--- config.mk ---
export PLATFORM = sky130hd
export DESIGN_NAME = frame_bram_ctrl
export DESIGN_NICKNAME = d
export VERILOG_FILES = /design/src/rtl/frame_bram_ctrl.sv
export SDC_FILE = /design/constraint.sdc
export NUM_CORES = 1
export LEC_CHECK = 0
export BUFFER_PORTS_ARGS = -buffer_cell sky130_fd_sc_hd__buf_2
export CAP_MARGIN = 15
export CORE_ASPECT_RATIO = 1.25
export CORE_UTILIZATION = 40
export CTS_BUF_LIST = sky130_fd_sc_hd__clkbuf_8
export DETAILED_ROUTE_END_ITERATION = 10
export GPL_TIMING_DRIVEN = 0
export PLACE_DENSITY = 0.78
export SLEW_MARGIN = 20
export SYNTH_ARGS = -nofsm -noshare
export SYNTH_HDL_FRONTEND = slang
export SYNTH_SLANG_ARGS = --single-unit
--- constraint.sdc ---
create_clock -name clk -period 3 [get_ports clk]
set_clock_uncertainty 0.1 [all_clocks]
set_input_delay 0.3 -clock clk [delete_from_list [all_inputs] [get_ports clk]]
set_output_delay 0.3 -clock clk [all_outputs]
set_load 0.01 [all_outputs]
--- src/rtl/frame_bram_ctrl.sv ---
// Frame capture/readout controller: grabs one VGA frame as RGB332 into BRAM, then scans it for display.
// Byte readout (valid/ready, tx_data held while stalled) exists only when FRAME_BRAM_TX_EN is defined.
module frame_bram_ctrl #(
  parameter int H_ACTIVE = 640,
  parameter int V_ACTIVE = 400,
  parameter int ADDR_W   = 18
) (
  input  logic              clk,
  input  logic              reset,
  input  logic              store_bram,
  input  logic              send_req,
  input  logic [10:0]       hcount,
  input  logic [9:0]        vcount,
  input  logic              vsync,
  input  logic [23:0]       pixel_in,
  input  logic [7:0]        bram_dout,
  output logic [1:0]        bram_state,
  output logic [ADDR_W-1:0] bram_addr,
  output logic              bram_we,
  output logic [7:0]        bram_din,
  output logic              tx_valid,
  input  logic              tx_ready,
  output logic [7:0]        tx_data,
  output logic              tx_done
);
  typedef enum logic [1:0] {
    BRAM_IDLE     = 2'b00,
    CAPTURE_FRAME = 2'b01,
    WRITING_FRAME = 2'b10,
    READING_FRAME = 2'b11
  } state_t;

  localparam logic [ADDR_W-1:0] LAST_ADDR = ADDR_W'(H_ACTIVE * V_ACTIVE - 1);
  localparam logic [10:0]       H_LIM     = 11'(H_ACTIVE);
  localparam logic [9:0]        V_LIM     = 10'(V_ACTIVE);

  state_t            state_q, state_d;
  logic [ADDR_W-1:0] addr_q, addr_d;
  logic              vsync_q;
  logic              fs, in_window;
  logic              unused_in;

  assign fs        = vsync_q & ~vsync;
  assign in_window = (hcount < H_LIM) && (vcount < V_LIM);

  always_comb begin
    state_d = state_q;
    addr_d  = addr_q;
    if (!store_bram) begin
      state_d = BRAM_IDLE;
      addr_d  = '0;
    end else begin
      case (state_q)
        BRAM_IDLE: state_d = CAPTURE_FRAME;
        CAPTURE_FRAME: begin
          if (fs) begin
            state_d = WRITING_FRAME;
            addr_d  = '0;
          end
        end
        WRITING_FRAME: begin
          if (in_window) begin
            if (addr_q == LAST_ADDR) begin
              state_d = READING_FRAME;
              addr_d  = '0;
            end else begin
              addr_d = addr_q + ADDR_W'(1);
            end
          end
        end
        READING_FRAME: begin
          // display scan pointer keeps running even while a readout owns bram_addr
          if (fs)             addr_d = '0;
          else if (in_window) addr_d = (addr_q == LAST_ADDR) ? '0 : addr_q + ADDR_W'(1);
        end
      endcase
    end
  end

  always_ff @(posedge clk) begin
    if (reset) begin
      state_q <= BRAM_IDLE;
      addr_q  <= '0;
      vsync_q <= 1'b1;
    end else begin
      state_q <= state_d;
      addr_q  <= addr_d;
      vsync_q <= vsync;
    end
  end

  assign bram_state = state_q;
  assign bram_we    = (state_q == WRITING_FRAME) && store_bram && in_window;
  assign bram_din   = bram_we ? {pixel_in[23:21], pixel_in[15:13], pixel_in[7:6]} : 8'h00;

`ifdef FRAME_BRAM_TX_EN
  logic              tx_active_q, tx_active_d;
  logic              tx_valid_q, tx_valid_d;
  logic              tx_fresh_q, tx_fresh_d;
  logic              tx_done_q, tx_done_d;
  logic [ADDR_W-1:0] tx_addr_q, tx_addr_d;
  logic [7:0]        tx_hold_q, tx_hold_d;
  logic              tx_accept;

  assign tx_accept = tx_valid_q & tx_ready;

  always_comb begin
    tx_active_d = tx_active_q;
    tx_valid_d  = tx_valid_q;
    tx_addr_d   = tx_addr_q;
    tx_fresh_d  = 1'b0;
    tx_done_d   = 1'b0;
    // first valid cycle takes the byte straight from BRAM; later stall cycles replay the copy
    tx_hold_d   = tx_fresh_q ? bram_dout : tx_hold_q;
    if (!store_bram) begin
      tx_active_d = 1'b0;
      tx_valid_d  = 1'b0;
    end else if (tx_active_q) begin
      if (tx_accept) begin
        tx_valid_d = 1'b0;
        if (tx_addr_q == LAST_ADDR) begin
          tx_active_d = 1'b0;
          tx_done_d   = 1'b1;
        end else begin
          tx_addr_d = tx_addr_q + ADDR_W'(1);
        end
      end else if (!tx_valid_q) begin
        tx_valid_d = 1'b1;
        tx_fresh_d = 1'b1;
      end
    end else if (send_req && (state_q == READING_FRAME)) begin
      tx_active_d = 1'b1;
      tx_addr_d   = '0;
    end
  end

  always_ff @(posedge clk) begin
    if (reset) begin
      tx_active_q <= 1'b0;
      tx_valid_q  <= 1'b0;
      tx_fresh_q  <= 1'b0;
      tx_done_q   <= 1'b0;
      tx_addr_q   <= '0;
      tx_hold_q   <= 8'h00;
    end else begin
      tx_active_q <= tx_active_d;
      tx_valid_q  <= tx_valid_d;
      tx_fresh_q  <= tx_fresh_d;
      tx_done_q   <= tx_done_d;
      tx_addr_q   <= tx_addr_d;
      tx_hold_q   <= tx_hold_d;
    end
  end

  assign bram_addr = tx_active_q ? tx_addr_q : addr_q;
  assign tx_valid  = tx_valid_q;
  assign tx_data   = tx_valid_q ? (tx_fresh_q ? bram_dout : tx_hold_q) : 8'h00;
  assign tx_done   = tx_done_q;
  assign unused_in = ^{pixel_in[20:16], pixel_in[12:8], pixel_in[5:0]};
`else
  assign bram_addr = addr_q;
  assign tx_valid  = 1'b0;
  assign tx_data   = 8'h00;
  assign tx_done   = 1'b0;
  assign unused_in = ^{pixel_in[20:16], pixel_in[12:8], pixel_in[5:0], send_req, tx_ready, bram_dout};
`endif

endmodule
==> results of run 1 <==
report_power, final:
part	switching (uW)	leakage, uW	internal [uW]
combinational	44.8	0.000598	34.5
clock	91.5	0.0000269	91.4
sequential	2.39	0.000170	281
total	139	0.000794	407
metal layers:
metal  routed length, um  vias up  share of wire (%)
met5                   0        -                  0
met4                  45        0                1.3
met3                 218        5                6.4
met2                1690       57                 50
met1                1450      707                 43
li1                    -      773                  -
worst max-delay path, stage by stage:
cell and delay (ns):
sky130_fd_sc_hd__buf_2 0.09, sky130_fd_sc_hd__o21ai_0 0.33, sky130_fd_sc_hd__and3_1 0.20, sky130_fd_sc_hd__buf_2 0.21, sky130_fd_sc_hd__and3_1 0.17, sky130_fd_sc_hd__clkbuf_1 0.22
sky130_fd_sc_hd__and2_1 0.16, sky130_fd_sc_hd__buf_2 0.12
cell usage after synthesis, types with 2 or more instances:
| cell type | count | area [um2] |
|---|---|---|
| sky130_fd_sc_hd__ha_1 | 5 | 62.6 |
| sky130_fd_sc_hd__a21oi_1 | 9 | 45.0 |
| sky130_fd_sc_hd__nor4_1 | 7 | 43.8 |
| sky130_fd_sc_hd__or4_1 | 2 | 15.0 |
| sky130_fd_sc_hd__a31oi_1 | 7 | 43.8 |
| sky130_fd_sc_hd__or3_1 | 2 | 12.5 |
| sky130_fd_sc_hd__or2_2 | 2 | 12.5 |
| sky130_fd_sc_hd__clkbuf_1 | 3 | 11.3 |
| sky130_fd_sc_hd__nor2_1 | 15 | 56.3 |
| sky130_fd_sc_hd__nand3_2 | 2 | 20.0 |
| sky130_fd_sc_hd__inv_1 | 6 | 22.5 |
| sky130_fd_sc_hd__a311oi_1 | 2 | 17.5 |
| sky130_fd_sc_hd__nand3_1 | 10 | 50.1 |
| sky130_fd_sc_hd__dfxtp_1 | 21 | 420 |
| sky130_fd_sc_hd__and2_1 | 11 | 68.8 |
| sky130_fd_sc_hd__o21ai_0 | 8 | 40.0 |
| sky130_fd_sc_hd__buf_4 | 10 | 75.1 |
| sky130_fd_sc_hd__buf_2 | 5 | 25.0 |
| sky130_fd_sc_hd__and4_1 | 3 | 26.3 |
| sky130_fd_sc_hd__nand4_1 | 8 | 50.1 |
| sky130_fd_sc_hd__nor3_1 | 3 | 15.0 |
| sky130_fd_sc_hd__and3_1 | 2 | 12.5 |
| sky130_fd_sc_hd__xnor2_1 | 6 | 52.6 |
| sky130_fd_sc_hd__a41oi_1 | 2 | 17.5 |
| sky130_fd_sc_hd__nand2_1 | 13 | 48.8 |
| sky130_fd_sc_hd__nand2b_1 | 3 | 18.8 |
registers in the layout, summed over array words and instances (netlist names):
name / cells
bram_state: 2
bram_addr: 18
vsync_q: 1
through the flow:
step	cells	setup WS [ns]	total power [uW]	util, %	hold slack, ns
4_1_cts	284	0.773	551	52.6	0.135
5_1_grt	284	0.552	570	52.6	0.138
2_1_floorplan	191	1.07	342	-	0.304
3_5_place_dp	280	0.774	369	51.3	0.380
3_3_place_gp	280	0.833	367	51.3	0.385
6_report	284	0.781	545	52.6	0.140
logic make-up after synthesis:
| family | Yosys count | synth area share [%] |
|---|---|---|
| AOI/OAI and AO/OA | 36 | 16.9 |
| and+or+nand+nor | 88 | 35.6 |
| xor gates and xnor gates | 6 | 3.65 |
| DFF | 21 | 29.2 |
| other | 1 | 0.260 |
| muxes | 1 | 0.695 |
| adders and majority gates | 5 | 4.34 |
| buffers and inverters | 24 | 9.30 |
path summary, 6_finish.rpt:
path                              startpoint                         end  slack, ns  depth (start not counted)
hold / removal                         reset          vsync_q$_SDFF_PP1_       0.14                          2
setup reg to reg  bram_addr[14]$_SDFFE_PP0P_  bram_addr[12]$_SDFFE_PP0P_       0.94                          5
hold reg to reg   bram_addr[16]$_SDFFE_PP0P_  bram_addr[16]$_SDFFE_PP0P_       0.40                          1
setup / recovery                   hcount[7]                 bram_din[1]       0.78                          8
cell type report:
cell class,instances,area [um2],area share [%]
Timing Repair Buffer,50,250,13.8
Tap cell,39,48.8,2.68
Multi-Input combinational cell,146,920,50.6
Clock inverter,1,3.75,0.206
Clock buffer,3,41.3,2.27
Buffer,18,111,6.13
Inverter,6,22.5,1.24
Sequential cell,21,420,23.1
==> out/summary.txt, run 1 <==
TIMING
-----------------------------------------------------------------------------------------------
Setup repair after global routing missed its margin                                          no
Final TNS setup                                                                            0 ns
Period Utilization, post-route                                                            74.0%
Final min period                                                                        2.22 ns
Highest attainable clock frequency                                                      451 MHz
Number of setup violations in the final report                                                0
Total count of max-transition violations in the final report                                  0
Final hold violation count                                                                    0

WORST SETUP PATH
-----------------------------------------------------------------------------------------------
WS Path Type                                                                       input pin to output port
Arrival time at the worst endpoint                                                      1.82 ns
Required time of the critical path                                                      2.60 ns
Endpoint type of the worst setup path                                               output port
Crit path max fanout                                                                          9
Startpoint kind of the worst setup timing path                                        input pin

YOSYS
-----------------------------------------------------------------------------------------------
Post-synth EDFFs                                                                              0
Post-synthesis cell area                                                            0.00144 mm2
Average size of a mapped cell                                                          7.91 um2
Share of synthesized registers carrying an async set or reset                                0%
Yosys synthesis warning count                                                                 0
Top flip-flop cell by instance count after synthesis                               sky130_fd_sc_hd__dfxtp_1
Synth Instances                                                                             182
Count of different cell masters after synthesis                                              41
Fraction of the yosys area taken by sequential cells                                      29.2%
Yosys reg bits                                                                               21

GLOBAL ROUTING
-----------------------------------------------------------------------------------------------
Largest net degree at the start of global routing                                            12
Total routing usage reported by global routing                                            18.8%
Antenna violations before repair                                                              0
First-pass GRT wire length                                                              5.98 mm
Grt met3 use                                                                              2.81%
Total overflow reported by the global router                                                  0
Via count of the first global-routing pass                                                 1362
Routing usage on met1                                                                     21.8%
Met2 usage                                                                                34.4%
Peak-usage layer in the global routing report                                              met2

ROUTING
-----------------------------------------------------------------------------------------------
Number of iterations in the first detailed-routing pass                                       4
Wirelength, routed                                                                      3.40 mm
WL per Instance                                                                         12.0 um
Remaining design rule violation count                                                         0
Post-detailed-route via-to-cell ratio                                                      5.43
Vias after detailed routing                                                                1542
Iteration-0 DRC count of the detailed router                                                 62
Remaining antenna violation count after routing                                               0

DIE
-----------------------------------------------------------------------------------------------
Core box area                                                                       0.00345 mm2
I/O Pins                                                                                     98
DIE HEIGHT                                                                              69.1 um
Starting Density                                                                          41.7%
Site Rows                                                                                    24
Die width                                                                               55.7 um
Die Footprint                                                                       0.00385 mm2

CLOCK NETWORK
-----------------------------------------------------------------------------------------------
H-Tree Level Count                                                                            1
CTS tree                                                                                  built
Number of buffers inserted by post-CTS setup repair                                           0
Cells resized by post-CTS repair                                                              0
Num CTS Buffers                                                                               3
Library cell used as clock root buffer                                             sky130_fd_sc_hd__clkbuf_8
Count of clock tree sinks                                                                    21
Deepest clock path buffer count                                                               2
Number of hold buffers added after CTS                                                        0
Insertion delay of the later-clocked pin in the worst-skew pair                         0.26 ns
Clock input transition at the sequential cells of the worst setup and hold paths        0.07 ns

RUN
-----------------------------------------------------------------------------------------------
Total of max-cap violations                                                                   0

FINISH
-----------------------------------------------------------------------------------------------
Commonest non-fill, non-tap cells in the layout                                    sky130_fd_sc_hd__buf_2 (55), sky130_fd_sc_hd__dfxtp_1 (21), sky130_fd_sc_hd__nor2_1 (15), sky130_fd_sc_hd__nand2_1 (13), sky130_fd_sc_hd__and2_1 (11)
Inserted Diodes                                                                               0
Count of fill cells added during filler insertion                                           339
Final layout net count                                                                      310
Synth-to-Final Area Change                                                                26.2%
Proportion of layout cells with a drive suffix above 1                                    31.4%
Most common library cell in the layout ignoring fill and taps                      sky130_fd_sc_hd__buf_2
Post-route cell area                                                                0.00182 mm2

POWER AND IR DROP
-----------------------------------------------------------------------------------------------
Power per cell area                                                                  300 mW/mm2
Cell leakage power                                                                  0.000794 uW
Highest ir drop seen on vdd                                                            0.204 mV

PLACE
-----------------------------------------------------------------------------------------------
Total half-perimeter wirelength after legalization and detailed placement               2.65 mm
RD Place Congestion                                                                       0.836
Quantity of I/O buffers inserted on ports                                                    50
Total placed instance area                                                          0.00177 mm2

OUTCOME
-----------------------------------------------------------------------------------------------
Result of the run                                                                     completed

HOLD PATH
-----------------------------------------------------------------------------------------------
Min-Delay Path Class                                                               input pin to register

Power figures use the tool's default switching activity.
==> run 2, diff against run 1 <==
--- a/config.mk
+++ b/config.mk
@@ -5,6 +5,7 @@
 export SDC_FILE = /design/constraint.sdc
 export NUM_CORES = 1
 export LEC_CHECK = 0
+export ABC_AREA = 1
 export BUFFER_PORTS_ARGS = -buffer_cell sky130_fd_sc_hd__buf_2
 export CAP_MARGIN = 15
 export CORE_ASPECT_RATIO = 1.25
==> constraint.sdc (replaced) <==
create_clock -name clk -period 2 [get_ports clk]
set_clock_uncertainty 0.1 [all_clocks]
set_input_delay 0.2 -clock clk [delete_from_list [all_inputs] [get_ports clk]]
set_output_delay 0.2 -clock clk [all_outputs]
set_load 0.01 [all_outputs]
==> run 2 against run 1 <==
  * Clock power is 48% higher
  * First-iteration DRC count is 16% lower
  * Worst hold slack got worse by 0.10 ns
  * Critical path type is now register to register
==> out/summary.txt, run 2 <==
OUTCOME
-----------------------------------------------------------------------------------------------
Result of the run                                                                     completed

RUN
-----------------------------------------------------------------------------------------------
Total of max-cap violations                                                                   0

YOSYS
-----------------------------------------------------------------------------------------------
Cell type contributing the most total cell area after synthesis                    sky130_fd_sc_hd__dfxtp_1
Post-synth EDFFs                                                                              0
Most common cell in the netlist                                                    sky130_fd_sc_hd__nand2_1
Yosys synthesis warning count                                                                 0
Most numerous cell types in the synthesized netlist                                sky130_fd_sc_hd__nand2_1 (58), sky130_fd_sc_hd__nor2_1 (53), sky130_fd_sc_hd__inv_1 (40)
Yosys reg bits                                                                               21
Count of different cell masters after synthesis                                              30
Synth Instances                                                                             266
Top flip-flop cell by instance count after synthesis                               sky130_fd_sc_hd__dfxtp_1
Synth top area share                                                                      25.7%
Average size of a mapped cell                                                          6.16 um2
Fraction of the yosys area taken by sequential cells                                      25.7%
Share of synthesized registers carrying an async set or reset                                0%
Post-synthesis cell area                                                            0.00164 mm2
Leading cell types by total area after synthesis                                   sky130_fd_sc_hd__dfxtp_1 (26%), sky130_fd_sc_hd__nand2_1 (13%), sky130_fd_sc_hd__nor2_1 (12%)

ROUTING
-----------------------------------------------------------------------------------------------
Iteration-0 DRC count of the detailed router                                                 52
Post-detailed-route via-to-cell ratio                                                      4.56
Remaining design rule violation count                                                         0
Remaining antenna violation count after routing                                               0
WL per Instance                                                                         9.82 um
Number of iterations in the first detailed-routing pass                                       4
Wirelength, routed                                                                      3.77 mm
Vias after detailed routing                                                                1751

WORST SETUP PATH
-----------------------------------------------------------------------------------------------
Worst setup slack for register-to-register paths                                        0.10 ns
WS Path Type                                                                       register to register
Family with the most delay on the worst path                                       simple AND/OR/NAND/NOR gates
Crit path max fanout                                                                          8
Endpoint type of the worst setup path                                                  register
Arrival time at the worst endpoint                                                      1.99 ns
Capture instance of the worst register-to-register path                            bram_addr[10]$_SDFFE_PP0P_
Critical path's largest stage delay                                                     0.40 ns
Startpoint kind of the worst setup timing path                                         register
Required time of the critical path                                                      2.09 ns
FF-to-FF Start                                                                     bram_state[1]$_SDFFE_PP0P_
Cell with the biggest individual delay on the critical path                        sky130_fd_sc_hd__dfxtp_1
Chain of cells forming the critical path                                           inv_1 > ha_1 > nand2_1 > o21ai_4 > buf_12 > nor2_4 > nand3_2 > or2_0 > a21oi_2
Worst reg-to-reg path cell count                                                              9
Critical path buffers and inverters                                                           2

TIMING
-----------------------------------------------------------------------------------------------
Final worst-path setup slack                                                           0.104 ns
Final TNS setup                                                                            0 ns
Setup repair after global routing missed its margin                                          no
Total count of max-transition violations in the final report                                  0
Relative max-transition margin                                                            64.1%
Highest attainable clock frequency                                                      527 MHz
Period Utilization, post-route                                                            94.8%
Worst slew pin tran                                                                    0.536 ns
Final min period                                                                        1.90 ns
Number of setup violations in the final report                                                0
Final hold violation count                                                                    0

CLOCK NETWORK
-----------------------------------------------------------------------------------------------
Count of clock tree sinks                                                                    21
Insertion delay of the later-clocked pin in the worst-skew pair                         0.26 ns
Library cell used as clock root buffer                                             sky130_fd_sc_hd__clkbuf_8
CTS tree                                                                                  built
Num CTS Buffers                                                                               3
Clock input transition at the sequential cells of the worst setup and hold paths        0.07 ns
Number of hold buffers added after CTS                                                        0
Deepest clock path buffer count                                                               2
H-Tree Level Count                                                                            1

PLACE
-----------------------------------------------------------------------------------------------
Total half-perimeter wirelength after legalization and detailed placement               3.05 mm
Post-placement worst setup slack                                                      0.0220 ns
RD Place Congestion                                                                       0.858
Quantity of I/O buffers inserted on ports                                                    50

POWER AND IR DROP
-----------------------------------------------------------------------------------------------
Power per cell area                                                                  430 mW/mm2
Cell leakage power                                                                  0.000971 uW
Highest ir drop seen on vdd                                                            0.204 mV

DIE
-----------------------------------------------------------------------------------------------
Starting Density                                                                          42.6%
Die Footprint                                                                       0.00436 mm2
DIE HEIGHT                                                                              73.5 um
I/O Pins                                                                                     98
Site Rows                                                                                    25
Core box area                                                                       0.00385 mm2
Die width                                                                               59.2 um

GLOBAL ROUTING
-----------------------------------------------------------------------------------------------
First-pass GRT wire length                                                              6.02 mm
Total routing usage reported by global routing                                            18.0%
Total overflow reported by the global router                                                  0
Via count of the first global-routing pass                                                 1483
Largest net degree at the start of global routing                                            12
Antenna violations before repair                                                              0

FINISH
-----------------------------------------------------------------------------------------------
Synth-to-Final Area Change                                                                25.8%
Inserted Diodes                                                                               0
Commonest non-fill, non-tap cells in the layout                                    sky130_fd_sc_hd__nand2_1 (58), sky130_fd_sc_hd__nor2_1 (53), sky130_fd_sc_hd__buf_2 (50), sky130_fd_sc_hd__inv_1 (40), sky130_fd_sc_hd__dfxtp_1 (20)
Most common library cell in the layout ignoring fill and taps                      sky130_fd_sc_hd__nand2_1
Number of flip-flops under the largest register name                                         18
Final layout net count                                                                      395
Proportion of layout cells with a drive suffix above 1                                    28.8%

HOLD PATH
-----------------------------------------------------------------------------------------------
Cell depth of the worst min-delay path                                                        2
Min-Delay Path Class                                                               input pin to register
Origin of the worst min-delay path                                                        reset
Worst hold path endpoint                                                           vsync_q$_SDFF_PP1_

-- run 2: worst max-delay path by stage --
stage                          startpoint                         end  slack [ns]  depth (start not counted)
6_report       bram_state[1]$_SDFFE_PP0P_  bram_addr[10]$_SDFFE_PP0P_        0.10                          9
5_1_grt        bram_state[1]$_SDFFE_PP0P_  bram_addr[10]$_SDFFE_PP0P_       0.007                          9
4_1_cts        bram_state[0]$_SDFFE_PP0P_  bram_addr[11]$_SDFFE_PP0P_       0.005                          8
3_5_place_dp   bram_state[0]$_SDFFE_PP0P_  bram_addr[11]$_SDFFE_PP0P_        0.02                          8
3_3_place_gp   bram_state[0]$_SDFFE_PP0P_  bram_addr[11]$_SDFFE_PP0P_        0.03                          8
2_1_floorplan  bram_state[0]$_SDFFE_PP0P_  bram_addr[11]$_SDFFE_PP0P_        0.19                          8
-- run 2: area by class of cell --
| class | count | area [um2] |
|---|---|---|
| Buffer | 11 | 82.6 |
| Clock buffer | 3 | 41.3 |
| Clock inverter | 1 | 3.75 |
| Fill cell | 399 | 1790 |
| Inverter | 43 | 161 |
| Multi-Input combinational cell | 200 | 1010 |
| Sequential cell | 21 | 422 |
| Tap cell | 54 | 67.6 |
| Timing Repair Buffer | 51 | 270 |
-- run 2: kinds of logic after synthesis --
family,count (synthesis),share of synthesized area [%]
adder cells (fa/ha/maj),5,3.82
AND/OR/NAND/NOR,158,45.3
flip-flops,21,25.7
other,1,0.229
AO/OA/AOI/OAI,26,9.55
buffers and inverters,54,14.9
XOR/XNOR,1,0.535
-- run 2: per-layer routing --
metal  share of wire [%]  vias up  track usage, %  wire length (um)
met4                 1.3        0            8.47                49
met3                 4.1        4            2.64               154
met1                  44      756            20.6              1640
li1                    -      940               -                 -
met5                   0        -               0                 0
met2                  51       51            32.2              1920
-- run 2: metrics by stage --
stage               hold slack, ns  util (%)  std cells  total power [uW]  area [um2]
global route                0.0514      53.6        384               936        2060
finish                      0.0385      53.6        384               886        2060
detailed placement           0.305      51.7        379               608        1990
floorplan                    0.204         -        275               559        1670
global placement             0.303      51.7        379               605        1990
CTS                         0.0372      52.9        383               881        2030
-- run 2: worst register-to-register path: cells and delay by family (launching register included) --
| kind | cells | cell delay, ns |
|---|---|---|
| AOI/OAI and AO/OA | 2 | 0.23 |
| adders and majority gates | 1 | 0.23 |
| buffers and inverters | 2 | 0.23 |
| DFF | 1 | 0.40 |
| and+or+nand+nor | 4 | 0.65 |
-- run 2: timing repair --
action                     CTS  global route
buffers inserted             0             1
setup endpoints to repair    0            16
hold endpoints to repair     0             0
resized for setup            0             3
-- run 2: power breakdown --
part	total (uW)	switching (uW)	internal, uW	leakage (uW)
clock	271	134	137	0.0000269
combinational	186	107	78.6	0.000774
sequential	429	5.93	423	0.000170
total	886	247	638	0.000971
==> run 3, diff against run 2 <==
--- a/config.mk
+++ b/config.mk
@@ -13,7 +13,7 @@
 export CTS_BUF_LIST = sky130_fd_sc_hd__clkbuf_8
 export DETAILED_ROUTE_END_ITERATION = 10
 export GPL_TIMING_DRIVEN = 0
-export PLACE_DENSITY = 0.78
+export PLACE_DENSITY = 0.75
 export SLEW_MARGIN = 20
 export SYNTH_ARGS = -nofsm -noshare
 export SYNTH_HDL_FRONTEND = slang
==> constraint.sdc (replaced) <==
create_clock -name clk -period 2.05 [get_ports clk]
set_clock_uncertainty 0.1 [all_clocks]
set_input_delay 0.205 -clock clk [delete_from_list [all_inputs] [get_ports clk]]
set_output_delay 0.205 -clock clk [all_outputs]
set_load 0.01 [all_outputs]
==> run 3 against run 2 <==
  * Worst hold slack improved by 0.0050 ns
  * Worst setup slack lost 0.0026 ns
  * Non-clock buffer count is 2 higher
  * Global-route usage increased by 0.82 points
  * Flip-flop and latch count did not move
  * Die area unchanged
  * Register-to-register slack is essentially flat
  * Sequential share of layout area down 0.073 points
==> out/summary.txt, run 3 (synthesis gave the netlist of run 2 again) <==
TIMING
-----------------------------------------------------------------------------------------------
Highest attainable clock frequency                                                      513 MHz
Relative max-transition margin                                                            63.8%
Final hold violation count                                                                    0
Number of setup violations in the final report                                                0
Total count of max-transition violations in the final report                                  0
Final worst-path setup slack                                                           0.101 ns
Final min period                                                                        1.95 ns
Period Utilization, post-route                                                            95.1%
Worst slew pin tran                                                                    0.542 ns
Final TNS setup                                                                            0 ns

PLACE
-----------------------------------------------------------------------------------------------
RD Place Congestion                                                                       0.855
Quantity of I/O buffers inserted on ports                                                    50
Total half-perimeter wirelength after legalization and detailed placement               3.08 mm
Placed cell count                                                                           379
Post-placement worst setup slack                                                      0.0579 ns

FINISH
-----------------------------------------------------------------------------------------------
Fin cells                                                                                   386
Commonest non-fill, non-tap cells in the layout                                    sky130_fd_sc_hd__nand2_1 (58), sky130_fd_sc_hd__nor2_1 (53), sky130_fd_sc_hd__buf_2 (50), sky130_fd_sc_hd__inv_1 (40), sky130_fd_sc_hd__dfxtp_1 (21)
Combined flip-flop and latch cell area                                                  420 um2
Final layout net count                                                                      397
Proportion of layout cells with a drive suffix above 1                                    28.9%
Synth-to-Final Area Change                                                                25.9%
Number of flip-flops under the largest register name                                         18
Inserted Diodes                                                                               0
Multi-input gate area in the final layout                                           0.00101 mm2
Most common library cell in the layout ignoring fill and taps                      sky130_fd_sc_hd__nand2_1
Count of fill cells added during filler insertion                                           407
Final standard cell utilization of the core                                               53.6%

ROUTING
-----------------------------------------------------------------------------------------------
Vias after detailed routing                                                                1799
Remaining antenna violation count after routing                                               0
Number of iterations in the first detailed-routing pass                                       4
Remaining design rule violation count                                                         0
Iteration-0 DRC count of the detailed router                                                 48
WL per Instance                                                                         10.2 um
Wirelength, routed                                                                      3.92 mm
Post-detailed-route via-to-cell ratio                                                      4.66

WORST SETUP PATH
-----------------------------------------------------------------------------------------------
Required time of the critical path                                                      2.11 ns
Critical path's largest stage delay                                                     0.42 ns
Critical path buffers and inverters                                                           2
Worst setup slack for register-to-register paths                                        0.10 ns
Crit path max fanout                                                                          8
Startpoint kind of the worst setup timing path                                         register
WS Path Type                                                                       register to register
Endpoint type of the worst setup path                                                  register
Cell with the biggest individual delay on the critical path                        sky130_fd_sc_hd__dfxtp_1
Chain of cells forming the critical path                                           inv_1 > ha_1 > or2_4 > o21ai_4 > buf_4 > nor2_4 > or2_1 > o21ai_0 > nor2_1
Family with the most delay on the worst path                                       simple AND/OR/NAND/NOR gates
Arrival time at the worst endpoint                                                      2.01 ns

GLOBAL ROUTING
-----------------------------------------------------------------------------------------------
Total routing usage reported by global routing                                            18.9%
Antenna violations before repair                                                              0
Total overflow reported by the global router                                                  0
First-pass GRT wire length                                                              6.49 mm
Largest net degree at the start of global routing                                            12
Via count of the first global-routing pass                                                 1586

CLOCK NETWORK
-----------------------------------------------------------------------------------------------
Deepest clock path buffer count                                                               2
Library cell used as clock root buffer                                             sky130_fd_sc_hd__clkbuf_8
Insertion delay of the later-clocked pin in the worst-skew pair                         0.26 ns
Num CTS Buffers                                                                               3
Count of clock tree sinks                                                                    21
CTS tree                                                                                  built
Number of hold buffers added after CTS                                                        0
Clock input transition at the sequential cells of the worst setup and hold paths        0.08 ns
H-Tree Level Count                                                                            1

POWER AND IR DROP
-----------------------------------------------------------------------------------------------
Reg power frac                                                                            48.1%
Combinational Power Share                                                                 21.1%
Switching fraction of total power                                                         28.5%
Cell leakage power                                                                  0.000974 uW
Switching power of the nets                                                              248 uW
Final total power                                                                        871 uW
Highest ir drop seen on vdd                                                            0.281 mV
Fraction of power consumed by the clock network                                           30.9%
Internal portion of total power                                                          622 uW
Power per cell area                                                                  422 mW/mm2

DIE
-----------------------------------------------------------------------------------------------
Die Footprint                                                                       0.00436 mm2
Starting Density                                                                          42.6%
Site Rows                                                                                    25
Die width                                                                               59.2 um
I/O Pins                                                                                     98
Core box area                                                                       0.00385 mm2
DIE HEIGHT                                                                              73.5 um

RUN
-----------------------------------------------------------------------------------------------
Total of max-cap violations                                                                   0

HOLD PATH
-----------------------------------------------------------------------------------------------
Min-Delay Path Class                                                               input pin to register

OUTCOME
-----------------------------------------------------------------------------------------------
Result of the run                                                                     completed

[run 3: power groups by stage]
stage | clock network, uW | logic [uW] | registers (uW)
floorplan | 0 | 117 | 429
global placement | 0 | 163 | 428
detailed placement | 0 | 166 | 428
CTS | 273 | 168 | 418
global route | 296 | 202 | 420
finish | 269 | 184 | 418
[run 3: path summary, 6_finish.rpt]
| check | from | endpoint | cells after the start |
|---|---|---|---|
| min reg2reg | bram_addr[15]$_SDFFE_PP0P_ | bram_addr[15]$_SDFFE_PP0P_ | 2 |
| max reg2reg | bram_state[0]$_SDFFE_PP0P_ | bram_addr[1]$_SDFFE_PP0P_ | 9 |
| min | vsync | vsync_q$_SDFF_PP1_ | 2 |
| max | bram_state[0]$_SDFFE_PP0P_ | bram_addr[1]$_SDFFE_PP0P_ | 9 |
[run 3: worst reg2reg max path, stage by stage, from the launching register on]
cell and delay (ns):
sky130_fd_sc_hd__dfxtp_1 0.42, sky130_fd_sc_hd__inv_1 0.07, sky130_fd_sc_hd__ha_1 0.23, sky130_fd_sc_hd__or2_4 0.26, sky130_fd_sc_hd__o21ai_4 0.22, sky130_fd_sc_hd__buf_4 0.16
sky130_fd_sc_hd__nor2_4 0.06, sky130_fd_sc_hd__or2_1 0.20, sky130_fd_sc_hd__o21ai_0 0.07, sky130_fd_sc_hd__nor2_1 0.05
[run 3: routing by layer]
metal | up-vias | wire (um) | track usage, %
met1 | 797 | 1680 | 22.2
li1 | 932 | - | -
met5 | - | 0 | 0
met4 | 0 | 91 | 9.26
met3 | 10 | 157 | 1.58
met2 | 60 | 1990 | 33.6
[run 3: final cells by class]
class	count	share of cell area, %
repair buffers	53	13.2
well taps	54	3.28
clock inverters	1	0.182
clock buffers	3	2.00
flip-flops and latches	21	20.4
plain buffers	11	4.00
multi-input cells	200	49.1
inverters	43	7.83
[run 3: through the flow]
stage / hold slack, ns / instance area, um2
after floorplan: 0.209 / 1670
after global placement: 0.308 / 1990
after detailed placement: 0.312 / 1990
after CTS: 0.0430 / 2030
after global routing: 0.0485 / 2060
final: 0.0435 / 2060
[run 3: what timing repair did]
action,in CTS,in global routing
setup buffers,0,3
endpoints found under the setup margin,0,16
gates resized for setup,0,2
